## src/rtl/sample_frame_sequencer.sv

```systemverilog
// Per-tick audio frame sequencer. Each accepted tick runs one frame: ADC conversion, then the
// processor, then the DAC load. Ticks that arrive mid-frame and missing strobes are counted.
`timescale 1ns/1ps
module sample_frame_sequencer #(
  parameter int DW       = 10,
  parameter int TIMEOUT  = 2000,
  parameter int DAC_HOLD = 1200,
  parameter int CNT_W    = 8
) (
  input  logic             sysclk_i,
  input  logic             rst_i,
  input  logic             tick_i,
  input  logic             enable_i,
  output logic             adc_start_o,
  input  logic             adc_valid_i,
  input  logic [DW-1:0]    adc_data_i,
  output logic             proc_strobe_o,
  output logic [DW-1:0]    proc_din_o,
  input  logic             proc_done_i,
  input  logic [DW-1:0]    proc_dout_i,
  output logic             dac_load_o,
  output logic [DW-1:0]    dac_data_o,
  output logic             busy_o,
  output logic [CNT_W-1:0] overrun_cnt_o,
  output logic [CNT_W-1:0] timeout_cnt_o
);

  localparam int TMAX = (TIMEOUT > DAC_HOLD) ? TIMEOUT : DAC_HOLD;
  localparam int TW   = $clog2(TMAX + 1);

  // Each WAIT state loads the timer with its length minus one and leaves at terminal count 0.
  localparam logic [TW-1:0]    WAIT_LOAD = TW'(TIMEOUT - 1);
  localparam logic [TW-1:0]    HOLD_LOAD = TW'(DAC_HOLD - 1);
  localparam logic [CNT_W-1:0] CNT_MAX   = '1;

  typedef enum logic [2:0] {
    IDLE       = 3'd0,
    ADC_START  = 3'd1,
    ADC_WAIT   = 3'd2,
    PROC_START = 3'd3,
    PROC_WAIT  = 3'd4,
    DAC_START  = 3'd5,
    DAC_WAIT   = 3'd6
  } state_t;

  state_t           state_q, state_d;
  logic [TW-1:0]    timer_q, timer_d;
  logic [DW-1:0]    proc_din_q, proc_din_d;
  logic [DW-1:0]    dac_data_q, dac_data_d;
  logic             adc_start_q, adc_start_d;
  logic             proc_strobe_q, proc_strobe_d;
  logic             dac_load_q, dac_load_d;
  logic             busy_q, busy_d;
  logic [CNT_W-1:0] overrun_q, overrun_d;
  logic [CNT_W-1:0] timeout_q, timeout_d;
  logic             timer_tc;

  always_ff @(posedge sysclk_i or posedge rst_i) begin
    if (rst_i) begin
      state_q       <= IDLE;
      timer_q       <= '0;
      proc_din_q    <= '0;
      dac_data_q    <= '0;
      adc_start_q   <= 1'b0;
      proc_strobe_q <= 1'b0;
      dac_load_q    <= 1'b0;
      busy_q        <= 1'b0;
      overrun_q     <= '0;
      timeout_q     <= '0;
    end else begin
      state_q       <= state_d;
      timer_q       <= timer_d;
      proc_din_q    <= proc_din_d;
      dac_data_q    <= dac_data_d;
      adc_start_q   <= adc_start_d;
      proc_strobe_q <= proc_strobe_d;
      dac_load_q    <= dac_load_d;
      busy_q        <= busy_d;
      overrun_q     <= overrun_d;
      timeout_q     <= timeout_d;
    end
  end

  always_comb begin
    state_d    = state_q;
    timer_d    = timer_q;
    proc_din_d = proc_din_q;
    dac_data_d = dac_data_q;
    overrun_d  = overrun_q;
    timeout_d  = timeout_q;
    timer_tc   = (timer_q == '0);

    if (tick_i && (state_q != IDLE) && (overrun_q != CNT_MAX)) begin
      overrun_d = overrun_q + CNT_W'(1);
    end

    case (state_q)
      IDLE: begin
        if (tick_i && enable_i) state_d = ADC_START;
      end
      ADC_START: begin
        state_d = ADC_WAIT;
        timer_d = WAIT_LOAD;
      end
      ADC_WAIT: begin
        // A strobe on the terminal-count cycle still wins over the timeout.
        if (adc_valid_i) begin
          proc_din_d = adc_data_i;
          state_d    = PROC_START;
        end else if (timer_tc) begin
          state_d = IDLE;
          if (timeout_q != CNT_MAX) timeout_d = timeout_q + CNT_W'(1);
        end else begin
          timer_d = timer_q - TW'(1);
        end
      end
      PROC_START: begin
        state_d = PROC_WAIT;
        timer_d = WAIT_LOAD;
      end
      PROC_WAIT: begin
        if (proc_done_i) begin
          dac_data_d = proc_dout_i;
          state_d    = DAC_START;
        end else if (timer_tc) begin
          state_d = IDLE;
          if (timeout_q != CNT_MAX) timeout_d = timeout_q + CNT_W'(1);
        end else begin
          timer_d = timer_q - TW'(1);
        end
      end
      DAC_START: begin
        state_d = DAC_WAIT;
        timer_d = HOLD_LOAD;
      end
      DAC_WAIT: begin
        if (timer_tc) state_d = IDLE;
        else          timer_d = timer_q - TW'(1);
      end
      default: state_d = IDLE;
    endcase

    adc_start_d   = (state_d == ADC_START);
    proc_strobe_d = (state_d == PROC_START);
    dac_load_d    = (state_d == DAC_START);
    busy_d        = (state_d != IDLE);
  end

  assign adc_start_o   = adc_start_q;
  assign proc_strobe_o = proc_strobe_q;
  assign proc_din_o    = proc_din_q;
  assign dac_load_o    = dac_load_q;
  assign dac_data_o    = dac_data_q;
  assign busy_o        = busy_q;
  assign overrun_cnt_o = overrun_q;
  assign timeout_cnt_o = timeout_q;

endmodule

```

## config.mk

```make
export PLATFORM = sky130hd
export DESIGN_NAME = sample_frame_sequencer
export DESIGN_NICKNAME = d
export VERILOG_FILES = /design/src/rtl/sample_frame_sequencer.sv
export SDC_FILE = /design/constraint.sdc
export NUM_CORES = 1
export LEC_CHECK = 0
export BUFFER_PORTS_ARGS = -buffer_cell sky130_fd_sc_hd__buf_2
export CORE_MARGIN = 10
export CORE_UTILIZATION = 55
export DETAILED_ROUTE_END_ITERATION = 8
export PLACE_DENSITY_LB_ADDON = 0.08
export SLEW_MARGIN = 30
export SYNTH_ARGS = -nofsm -noshare
export SYNTH_HDL_FRONTEND = slang
export SYNTH_SLANG_ARGS = --single-unit
```

## constraint.sdc

```tcl
create_clock -name sysclk_i -period 7.4 [get_ports sysclk_i]
set_input_delay 0.74 -clock sysclk_i [delete_from_list [all_inputs] [get_ports sysclk_i]]
set_output_delay 0.74 -clock sysclk_i [all_outputs]
set_load 0.05 [all_outputs]
```

==> impl_metrics.ini, run 1 <==
[grt]
grt_pass1_wl_um = 8580
grt_usage_pct = 14.0
grt-ovfl-total = 0
antenna_found_initial = 0
grt_pass1_vias = 1848
grt_max_degree = 55

[placed_design]
portBuffers = 65
place_area_um2 = 2810
hpwl_um = 3740
globalplace.congestion = 0.785
dp.cells = 317

[finish]
diodes = 0
final_util_pct = 67.4
fin_cells = 325
fin_area_um2 = 2910
final_net_count = 301
area_growth_pct = 20.2
drive_gt1_share_pct = 38.5

[yosys]
synth_flop_cell = dfrtp_1
netlist-cell-type-count = 43
synth.area.top_cells = dfrtp_1 56%, mux2_2 10%, xnor2_1 3.6%
postSynth.asyncResetShare_pct = 100
yosys.area.top_type = dfrtp_1
netlist_area_um2 = 2420
avgSynthCellArea_um2 = 11.8
ys_ff_latch = 54
yosys.area.top_type_share_pct = 55.7
yosysWarnings = 0
syn-num-nets = 235
synth.yosys.seq_area_share_pct = 55.7
synth-edff-count = 0
synthCells = 206

[critical_path]
reg2reg_depth = 6
worst-setup-path-type = reg2reg
required_ps = 7590
start_kind = register
cp-end-kind = register
crit_fanout = 8
cp.arrival_ps = 2740

[die]
pin_count = 66
dieHeight_um = 86.4
dieArea_um2 = 7460
die_x_um = 86.4
row_count = 24
initial_utilization_pct = 56.1
core-area_um2 = 4320

[pwr]
ir_drop_v = 0.000123
power_leakage_nw = 1.52
powerDensity_nw_per_um2 = 224

[drt]
first_iter_violations = 141
vias = 1801
antenna_left = 0
remaining_drc_errors = 0
firstDrtPassIters = 4
post_drt_via_cell_ratio = 5.54
wirelength_um = 5040
routedWlPerCell_um = 15.5

[clock_tree]
clkLatencyLatePin_ps = 310
hold_buffers = 0
cts.sink_count = 54
cts_root_buf = clkbuf_8
clk_path_buf_depth = 2
cts_made_buffers = 5
cts_tree = done
cts_resized = 0
postCtsSetupBuffers = 0
cts_max_level = 2
clkTransAtPathRegs_ps = 100

[sta]
worstMarginPinSlew_ps = 847
fin_crit_ps = 2550
fin_skew_ps = 9.67
rsz0062_at_grt = no
setup_viol = 0
clock.fmax_ghz = 0.392
max_slew_margin_pct = 43.5
finalCritPeriodShare_pct = 34.5
finalHoldViolCount = 0
tns_ps = 0
drv_slew = 0

[worst_hold_path]
hold_path_depth = 1
hp-class = reg2reg

[run]
max-cap-violations = 0

[run_status]
status = complete, no violations
## routing by layer
metal	global-route usage, %	part of all wire [%]	up-vias
met5	0	0	-
met4	5.30	1.3	0
met3	7.13	11	7
met2	21.2	45	57
met1	16.6	42	856
li1	-	-	881
## worst max-delay path, cell delays in order (launching register included)
cell and delay (ps):
dfrtp_1 410, inv_1 100, ha_1 180, or3b_1 450, or3_4 450, nor4_4 450
mux2_2 390
## layout by cell type, fill, tap and decap left out, types with 2 or more instances in the layout
master,n
nand3_1,2
o21ai_0,10
a211oi_1,2
o31a_1,2
a22o_1,2
mux2_2,22
a21oi_1,7
xor2_1,5
or3_1,2
or2_2,2
clkinv_2,2
buf_2,65
buf_4,2
a31oi_1,3
dfrtp_1,54
nor2_1,10
nor3_1,6
o211ai_1,2
and3_1,4
ha_1,3
clkbuf_8,5
xnor2_1,10
nor4_1,3
o22ai_1,2
inv_1,6
and4_1,5
nand4_1,6
nand2_1,11
## cell usage after synthesis (3+ instances only)
master and count:
clkbuf_1 6, and3_1 4, nor3_1 6, mux2_2 22, ha_1 3, nand4_1 6
dfrtp_1 54, a31oi_1 3, and4_1 5, nor2_1 10, xnor2_1 10, nor4_1 3
a21oi_1 7, nand2_1 11, inv_1 7, xor2_1 5, o21ai_0 10
## sequential cells by signal, summed over array words and instances, names as in the netlist
signal	cells
timer_q	11
dac_data_o	10
proc_din_o	10
overrun_cnt_o	8
timeout_cnt_o	8
state_q	3
adc_start_o	1
busy_o	1
dac_load_o	1
proc_strobe_o	1
## metrics by stage
stage | power, mW | setup slack (ps) | hold WS (ps)
2_1_floorplan | 0.433 | 5020 | 489
3_3_place_gp | 0.468 | 4920 | 475
3_5_place_dp | 0.471 | 4860 | 477
4_1_cts | 0.664 | 4840 | 494
5_1_grt | 0.686 | 4700 | 518
6_report | 0.654 | 4850 | 486
## power breakdown
group	leakage (nW)	internal (mW)	switching (mW)	total [mW]
Clock	0.0579	0.0996	0.0917	0.191
Sequential	0.702	0.313	0.0214	0.335
Combinational	0.761	0.0355	0.0922	0.128
Total	1.52	0.448	0.205	0.654
## cell families (layout without fill, tap and decap cells)
| kind of cell | Yosys count | count (layout) | synth area share, % |
|---|---|---|---|
| xor+xnor | 15 | 15 | 5.42 |
| simple gates | 60 | 60 | 14.8 |
| compound gates | 36 | 36 | 9.49 |
| mux | 23 | 23 | 10.6 |
| buf+inv | 15 | 82 | 2.37 |
| flops | 54 | 54 | 55.7 |
| fa+ha+maj | 3 | 3 | 1.55 |
## cell type report
| type | count | area (µm²) |
|---|---|---|
| Multi-Input combinational cell | 137 | 1020 |
| Inverter | 7 | 26.3 |
| Clock buffer | 5 | 68.8 |
| Clock inverter | 3 | 40.0 |
| Sequential cell | 54 | 1350 |
| Fill cell | 351 | 1410 |
| Timing Repair Buffer | 67 | 340 |
| Tap cell | 52 | 65.1 |
## path summary, 6_finish.rpt
path / endpoint / from / slack, ps
worst max-delay path: timeout_cnt_o[1] / timer_q[0] / 4850
worst min-delay path: timeout_cnt_o[7] / timeout_cnt_o[7] / 490
worst max register to register: timeout_cnt_o[1] / timer_q[0] / 4850
worst min register to register: timeout_cnt_o[7] / timeout_cnt_o[7] / 490
max in group asynchronous: state_q[1] / rst_i / 6370
min in group asynchronous: timer_q[0] / rst_i / 590
(Power assumes the default switching activity.)
==> run 2: changes to the inputs <==
CORE_UTILIZATION = 47   (was 55)
clock period = 2.1 ns   (was 7.4 ns; I/O delays follow)
==> run 2 against run 1 <==
Compared with the run above: sequential cell count did not move; clock power rose to 2.9 times the previous value; critical path type unchanged; the flow now finishes with violations (setup timing); routed wire length rose by 11%; critical endpoint unchanged.
==> impl_metrics.ini, run 2 (same netlist as run 1, synthesis figures left out) <==
[clock_tree]
clk_path_buf_depth = 2
cts_root_buf = clkbuf_8
cts_max_level = 2
cts_made_buffers = 5
clkTransAtPathRegs_ps = 90
cts_tree = done
cts.sink_count = 54
hold_buffers = 0
clkLatencyLatePin_ps = 300

[run_status]
status = complete, but fails checks
failed_checks = setup timing

[finish]
nFillCells = 422
most-common-layout-cells = 65 x buf_2, 54 x dfrtp_1, 29 x buf_4
largest_register_ffs = 11
fin_cells = 370
fin_area_um2 = 3180
final_net_count = 329
area_growth_pct = 31.3
final_util_pct = 63.1
seqCellArea_um2 = 1350
drive_gt1_share_pct = 47.0
layout_commonest_cell = buf_2
diodes = 0
multi_input_area_um2 = 1080
top_register = timer_q

[critical_path]
max_stage_delay_ps = 410
timing.critical_path.buf_inv = 2
crit_fanout = 8
path_delay_family = simple AND/OR/NAND/NOR gates
r2r_setup_slack_ps = -30
crit_slowest_cell = dfrtp_1
cp_cell_sequence = inv_2 -> ha_4 -> or3b_4 -> or3_4 -> nor4_4 -> buf_6 -> mux2_4
worst-setup-path-type = reg2reg
start_kind = register
cp-end-kind = register
cp.arrival_ps = 2320
required_ps = 2300

[sta]
finalCritPeriodShare_pct = 101
setup_viol = 2
max_slew_margin_pct = 55.6
fin_ws_ps = -28.9
rsz0062_at_grt = yes
clock.fmax_ghz = 0.470
tns_ps = -44.4
worstMarginPinSlew_ps = 666
fin_skew_ps = 8.07
whs_ps = 67.9
finalHoldViolCount = 0
fin_crit_ps = 2130
drv_slew = 0

[pwr]
power_leakage_nw = 1.66
ir_drop_v = 0.000401
power_mw = 2.19
powerDensity_nw_per_um2 = 688

[worst_hold_path]
hp-class = in2async

[grt]
antenna_found_initial = 0
grt_max_degree = 55
grt_pass1_wl_um = 9490
grt_pass1_vias = 1983
grt_usage_pct = 13.4
grt-ovfl-total = 0

[drt]
firstDrtPassIters = 4
post_drt_via_cell_ratio = 5.19
first_iter_violations = 65
remaining_drc_errors = 0
wirelength_um = 5600
vias = 1921
routedWlPerCell_um = 15.1
antenna_left = 0

[placed_design]
globalplace.congestion = 0.803
hpwl_um = 4030
dp.cells = 356
portBuffers = 65
place_area_um2 = 3000
pre_cts_ws_ps = -169

[die]
dieArea_um2 = 8430
dieHeight_um = 91.8
pin_count = 66
core-area_um2 = 5040
die_x_um = 91.8
initial_utilization_pct = 48.1
row_count = 26

[run]
max-cap-violations = 0
run 2: cell count changes in the layout (fill, tap and decap cells not counted), sizes merged:
cell      previous run  this run
buf                 67        95
clkinv               2         0
clkinvlp             0         1
bufinv               1         0
clkbuf               5         6
run 2: worst reg2reg max path: cells and delay by family, from the launching register on:
family,cells,cell delay [ps]
and+or+nand+nor,3,950
muxes,1,290
adders and majority gates,1,130
buffers and inverters,2,250
DFF,1,410
run 2: timing repair:
| item | in CTS | in global routing |
|---|---|---|
| gates resized for setup | 4 | 10 |
| gates cloned | 0 | 0 |
| pin swaps | 3 | 3 |
| setup endpoints to repair | 12 | 17 |
| setup buffers | 5 | 2 |
run 2: power by group:
group	internal (mW)	total, mW	leakage (nW)	switching (mW)
combinational	0.127	0.452	0.921	0.326
sequential	1.10	1.18	0.702	0.0757
clock	0.230	0.558	0.0373	0.328
total	1.46	2.19	1.66	0.730
run 2: path summary, 6_finish.rpt:
| path | startpoint | end | depth (start not counted) |
|---|---|---|---|
| worst max register to register | timer_q[0] | timeout_cnt_o[1] | 7 |
| worst min register to register | overrun_cnt_o[7] | overrun_cnt_o[7] | 1 |
| max in group asynchronous | rst_i | proc_din_o[0] | 3 |
| worst max-delay path | timer_q[0] | timeout_cnt_o[1] | 7 |
| worst min-delay path | rst_i | timeout_cnt_o[3] | 3 |
| min in group sysclk_i | adc_data_i[4] | proc_din_o[4] | 2 |
run 2: final cells by class:
cell class / instances / area share [%]
clock buffers: 6 / 2.28
inverters: 7 / 0.825
multi-input cells: 137 / 34.0
repair buffers: 95 / 17.4
flip-flops and latches: 54 / 42.5
well taps: 70 / 2.75
clock inverters: 1 / 0.236
run 2: metal layers:
| metal | routed length, µm | up-vias | track usage, % |
|---|---|---|---|
| met5 | 0 | - | 0 |
| met3 | 513 | 8 | 6.36 |
| met1 | 2490 | 926 | 16.4 |
| li1 | - | 937 | - |
| met2 | 2530 | 50 | 20.6 |
| met4 | 70 | 0 | 3.98 |
